==> config.mk <==
export PLATFORM = sky130hd
export DESIGN_NAME = serial_adder
export DESIGN_NICKNAME = d
export VERILOG_FILES = /design/src/rtl/serial_adder.sv
export SDC_FILE = /design/constraint.sdc
export NUM_CORES = 1
export LEC_CHECK = 0
export ABC_AREA = 1
export CORE_ASPECT_RATIO = 0.75
export CORE_MARGIN = 4
export CORE_UTILIZATION = 33
export CTS_CLUSTER_DIAMETER = 200
export DETAILED_ROUTE_END_ITERATION = 6
export DONT_BUFFER_PORTS = 1
export PLACE_DENSITY_LB_ADDON = 0.25
export SLEW_MARGIN = 15
export SYNTH_ARGS = -nofsm -noshare
export SYNTH_HDL_FRONTEND = slang
export SYNTH_SLANG_ARGS = --single-unit
==> constraint.sdc <==
create_clock -name clk -period 1.21 [get_ports clk]
set_input_delay 0.1815 -clock clk [delete_from_list [all_inputs] [get_ports clk]]
set_output_delay 0.1815 -clock clk [all_outputs]
set_load 0.005 [all_outputs]
==> src/rtl/serial_adder.sv <==
// Bit-serial WIDTH-bit adder: operands stream LSB-first through one full_adder cell.
// Define SERIAL_ADDER_OVF_EN to add the registered signed-overflow output ovf.

module full_adder (
   input  logic a,
   input  logic b,
   input  logic cin,
   output logic sum,
   output logic carry
);
   assign sum   = a ^ b ^ cin;
   assign carry = (a & b) | (cin & (a ^ b));
endmodule

module serial_adder #(
   parameter int WIDTH = 8
) (
   input  logic             clk,
   input  logic             rst_n,
   input  logic             start,
   input  logic [WIDTH-1:0] a,
   input  logic [WIDTH-1:0] b,
   input  logic             cin,
   output logic             busy,
   output logic             done,
   output logic [WIDTH-1:0] sum,
   output logic             cout
`ifdef SERIAL_ADDER_OVF_EN
   ,
   output logic             ovf
`endif
);
   localparam int CNT_W = $clog2(WIDTH);
   localparam logic [CNT_W-1:0] CNT_LAST = CNT_W'(WIDTH - 1);

   localparam logic [1:0] ST_IDLE  = 2'd0;
   localparam logic [1:0] ST_SHIFT = 2'd1;
   localparam logic [1:0] ST_DONE  = 2'd2;

   logic [1:0]       state_q, state_d;
   logic [WIDTH-1:0] sa_q, sa_d;
   logic [WIDTH-1:0] sb_q, sb_d;
   logic             carry_q, carry_d;
   logic [CNT_W-1:0] cnt_q, cnt_d;
   // Only the upper WIDTH-1 result bits need storage; the last bit comes straight from the cell.
   logic [WIDTH-2:0] res_q, res_d;
   logic [WIDTH-1:0] sum_q, sum_d;
   logic             cout_q, cout_d;
   logic [WIDTH-1:0] res_next;
   logic             fa_sum, fa_carry;
`ifdef SERIAL_ADDER_OVF_EN
   logic             ovf_q, ovf_d;
`endif

   full_adder u_fa (
      .a     (sa_q[0]),
      .b     (sb_q[0]),
      .cin   (carry_q),
      .sum   (fa_sum),
      .carry (fa_carry)
   );

   assign res_next = {fa_sum, res_q};

   always_comb begin
      state_d = state_q;
      sa_d    = sa_q;
      sb_d    = sb_q;
      carry_d = carry_q;
      cnt_d   = cnt_q;
      res_d   = res_q;
      sum_d   = sum_q;
      cout_d  = cout_q;
`ifdef SERIAL_ADDER_OVF_EN
      ovf_d   = ovf_q;
`endif
      case (state_q)
         ST_IDLE: begin
            if (start) begin
               sa_d    = a;
               sb_d    = b;
               carry_d = cin;
               cnt_d   = '0;
               state_d = ST_SHIFT;
            end
         end
         ST_SHIFT: begin
            res_d   = res_next[WIDTH-1:1];
            carry_d = fa_carry;
            sa_d    = sa_q >> 1;
            sb_d    = sb_q >> 1;
            cnt_d   = cnt_q + 1'b1;
            if (cnt_q == CNT_LAST) begin
               cnt_d   = '0;
               sum_d   = res_next;
               cout_d  = fa_carry;
`ifdef SERIAL_ADDER_OVF_EN
               // carry_q is the carry into the MSB on the final bit.
               ovf_d   = carry_q ^ fa_carry;
`endif
               state_d = ST_DONE;
            end
         end
         ST_DONE: state_d = ST_IDLE;
         default: state_d = ST_IDLE;
      endcase
   end

   always_ff @(posedge clk or negedge rst_n) begin
      if (!rst_n) begin
         state_q <= ST_IDLE;
         sa_q    <= '0;
         sb_q    <= '0;
         carry_q <= 1'b0;
         cnt_q   <= '0;
         res_q   <= '0;
         sum_q   <= '0;
         cout_q  <= 1'b0;
`ifdef SERIAL_ADDER_OVF_EN
         ovf_q   <= 1'b0;
`endif
      end else begin
         state_q <= state_d;
         sa_q    <= sa_d;
         sb_q    <= sb_d;
         carry_q <= carry_d;
         cnt_q   <= cnt_d;
         res_q   <= res_d;
         sum_q   <= sum_d;
         cout_q  <= cout_d;
`ifdef SERIAL_ADDER_OVF_EN
         ovf_q   <= ovf_d;
`endif
      end
   end

   assign busy = (state_q != ST_IDLE);
   assign done = (state_q == ST_DONE);
   assign sum  = sum_q;
   assign cout = cout_q;
`ifdef SERIAL_ADDER_OVF_EN
   assign ovf  = ovf_q;
`endif

endmodule
==> out/metrics.yaml <==
synth_seq_cells: 38
critPathRequiredTime_ps: 1390
max_cap_violations: 0
num_vias: 1406
first_pass_iters: 4
grt_usage_pct: 12.67
arrival_ps: 1370
drt_wl_total_mm: 3.951
fmax_ghz: 0.8411
synthArstFlopShare_pct: 100.0
setup_viol: 0
endpoint_kind: "flop"
startpoint_type: "flop"
grt_pass1_vias: 1379
core_area_sq_um: 5381
period_needed_ps: 1189
grt_max_degree: 39
synthesis.area_sq_um: 1843
p_leak_nw: 1.177
seq_area_frac_synth_pct: 51.60
rows: 23
cts_buffers: 5
h-tree-depth: 2
whs_ps: 8.053
ys_warn_count: 0
die_area_sq_um: 6857
hold_start: "b[7]"
viasPerCell: 4.463
cts_root_buffer: "clkbuf_8"
clkSinkCount: 38
grt_pass1_wl_mm: 6.624
avgSynthCellArea_sq_um: 8.532
synth_nets: 239
hp-class: "input pin to flop"
hold_viol: 0
wl_per_cell_um: 12.54
p_per_area_nw_per_um2: 2526
finalSetupTns_ps: 0
synth_enable_flop_cells: 0
ir_drop_mv: 1.001
worstSetupPathType: "flop to flop"
clockBufferDepth: 2
place.gp.congestion: 0.7708
antenna_found_initial: 0
reg2reg_from: "state_q[0]$_DFFE_PN0P_"
clkTransAtPathRegs_ps: 80
tightest_slew_ps: 211.0
antenna_left: 0
finClkSkew_ps: 7.886
timing.slew.headroom_pct: 85.93
area_growth_pct: 23.35
rsz0062_at_grt: "true"
final-max-slew-violation-count: 0
dp_hpwl_mm: 2.685
io_buffers: 0
min_period_over_period_pct: 98.25
crit_start: "state_q[0]$_DFFE_PN0P_"
synthCells: 216
fp.dieH_um: 72.72
p_total_mw: 5.742
start_util_pct: 34.25
final_nets: 263
io_pins: 31
cts_tree: "done"
status: "finished, final reports clean"
drive_gt1_share_pct: 25.42
antenna_cells: 0
clock_latency_ps: 290
drt-initial-drc-count: 49
overflow: 0
die_w_um: 94.30
synth_cell_types: 21
dominantRegCellSynth: "dfrtp_1"
crit_fanout: 5
r2r_setup_slack_ps: 20
drc: 0
-- cell families after synthesis --
logic type               share of synthesized area (%)
adder cells (fa/ha/maj)                          2.444
AND/OR/NAND/NOR                                  27.09
flip-flops                                       51.60
buffers and inverters                            12.56
AO/OA/AOI/OAI                                    6.314
-- layout make-up --
class,count,area (sq um)
Inverter,35,133.9
Tap cell,75,93.84
Fill cell,565,3108
Timing Repair Buffer,28,294.0
Multi-Input combinational cell,132,721.9
Clock buffer,7,76.32
Sequential cell,38,953.4
-- registers in the layout, indices dropped and copies added (netlist names) --
| register | cells |
|---|---|
| state_q | 2 |
| sb_q | 8 |
| res_q | 7 |
| cout | 1 |
| cnt_q | 3 |
| sum | 8 |
| sa_q | 8 |
| carry_q | 1 |
-- metal layers --
| metal | vias up | track usage, % | part of all wire (%) |
|---|---|---|---|
| li1 | 717 | - | - |
| met1 | 649 | 17.83 | 51 |
| met2 | 38 | 17.53 | 41 |
| met3 | 2 | 5.567 | 7.2 |
| met4 | 0 | 3.846 | 0.58 |
| met5 | - | 0 | 0 |
-- through the flow --
stage	utilization [%]	worst slack, ps	cells	instance area (sq um)
after floorplan	-	24.54	216	1849
after global placement	37.06	22.33	297	1994
after detailed placement	37.06	18.33	297	1994
after CTS	39.85	6.479	310	2145
after global routing	42.25	-38.10	315	2273
final	42.25	21.12	315	2273
-- repair_timing --
action	in CTS	in global routing
hold buffers	2	0
setup buffers	4	5
cloned	0	1
pin swaps	0	9
gates resized for setup	5	19
endpoints found under the setup margin	2	34
endpoints found under the hold margin	38	0
-- cells in the mapped netlist (2+ instances only) --
cell type	n	area share, %
nor2_1	4	0.81
o21ai_1	7	1.9
nand2_1	61	12
dfrtp_1	38	52
nand3_1	43	12
inv_1	33	6.7
ha_1	2	1.4
nand2_4	2	1.2
buf_6	5	3.1
buf_2	3	0.81
o21ai_2	8	3.8
-- layout by cell type (no fill, tap or decap), types with 2 or more instances in the layout --
| cell type | n |
|---|---|
| buf_12 | 3 |
| buf_4 | 16 |
| buf_6 | 7 |
| clkbuf_1 | 2 |
| clkbuf_8 | 5 |
| dfrtp_1 | 36 |
| dfrtp_2 | 2 |
| inv_1 | 31 |
| inv_2 | 3 |
| nand2_1 | 60 |
| nand2_2 | 2 |
| nand3_1 | 39 |
| nand3_2 | 4 |
| nor2_2 | 2 |
| nor2_4 | 2 |
| o21ai_1 | 7 |
| o21ai_2 | 8 |
-- power breakdown --
part	leakage, nW	switching (mW)	internal [mW]
combinational	0.667	1.41	1.27
sequential	0.471	0.374	1.85
clock	0.0383	0.440	0.397
-- worst paths after layout --
kind                                     endpoint  cells past startpoint
setup / recovery               sum[1]$_DFFE_PN0P_                      7
hold / removal                sb_q[7]$_DFFE_PN0P_                      2
setup reg to reg               sum[1]$_DFFE_PN0P_                      7
hold reg to reg                sum[0]$_DFFE_PN0P_                      2
max in group asynchronous  state_q[0]$_DFFE_PN0P_                      2
min in group asynchronous     sb_q[7]$_DFFE_PN0P_                      2
-- critical path, cell delays in order, from the launching register on --
cell	delay (ps)
dfrtp_2	420
buf_4	140
inv_2	40
nor2_4	130
nand2_4	80
buf_4	160
nand2_1	70
o21ai_2	50
No activity file was read; power rests on OpenSTA's default activity.
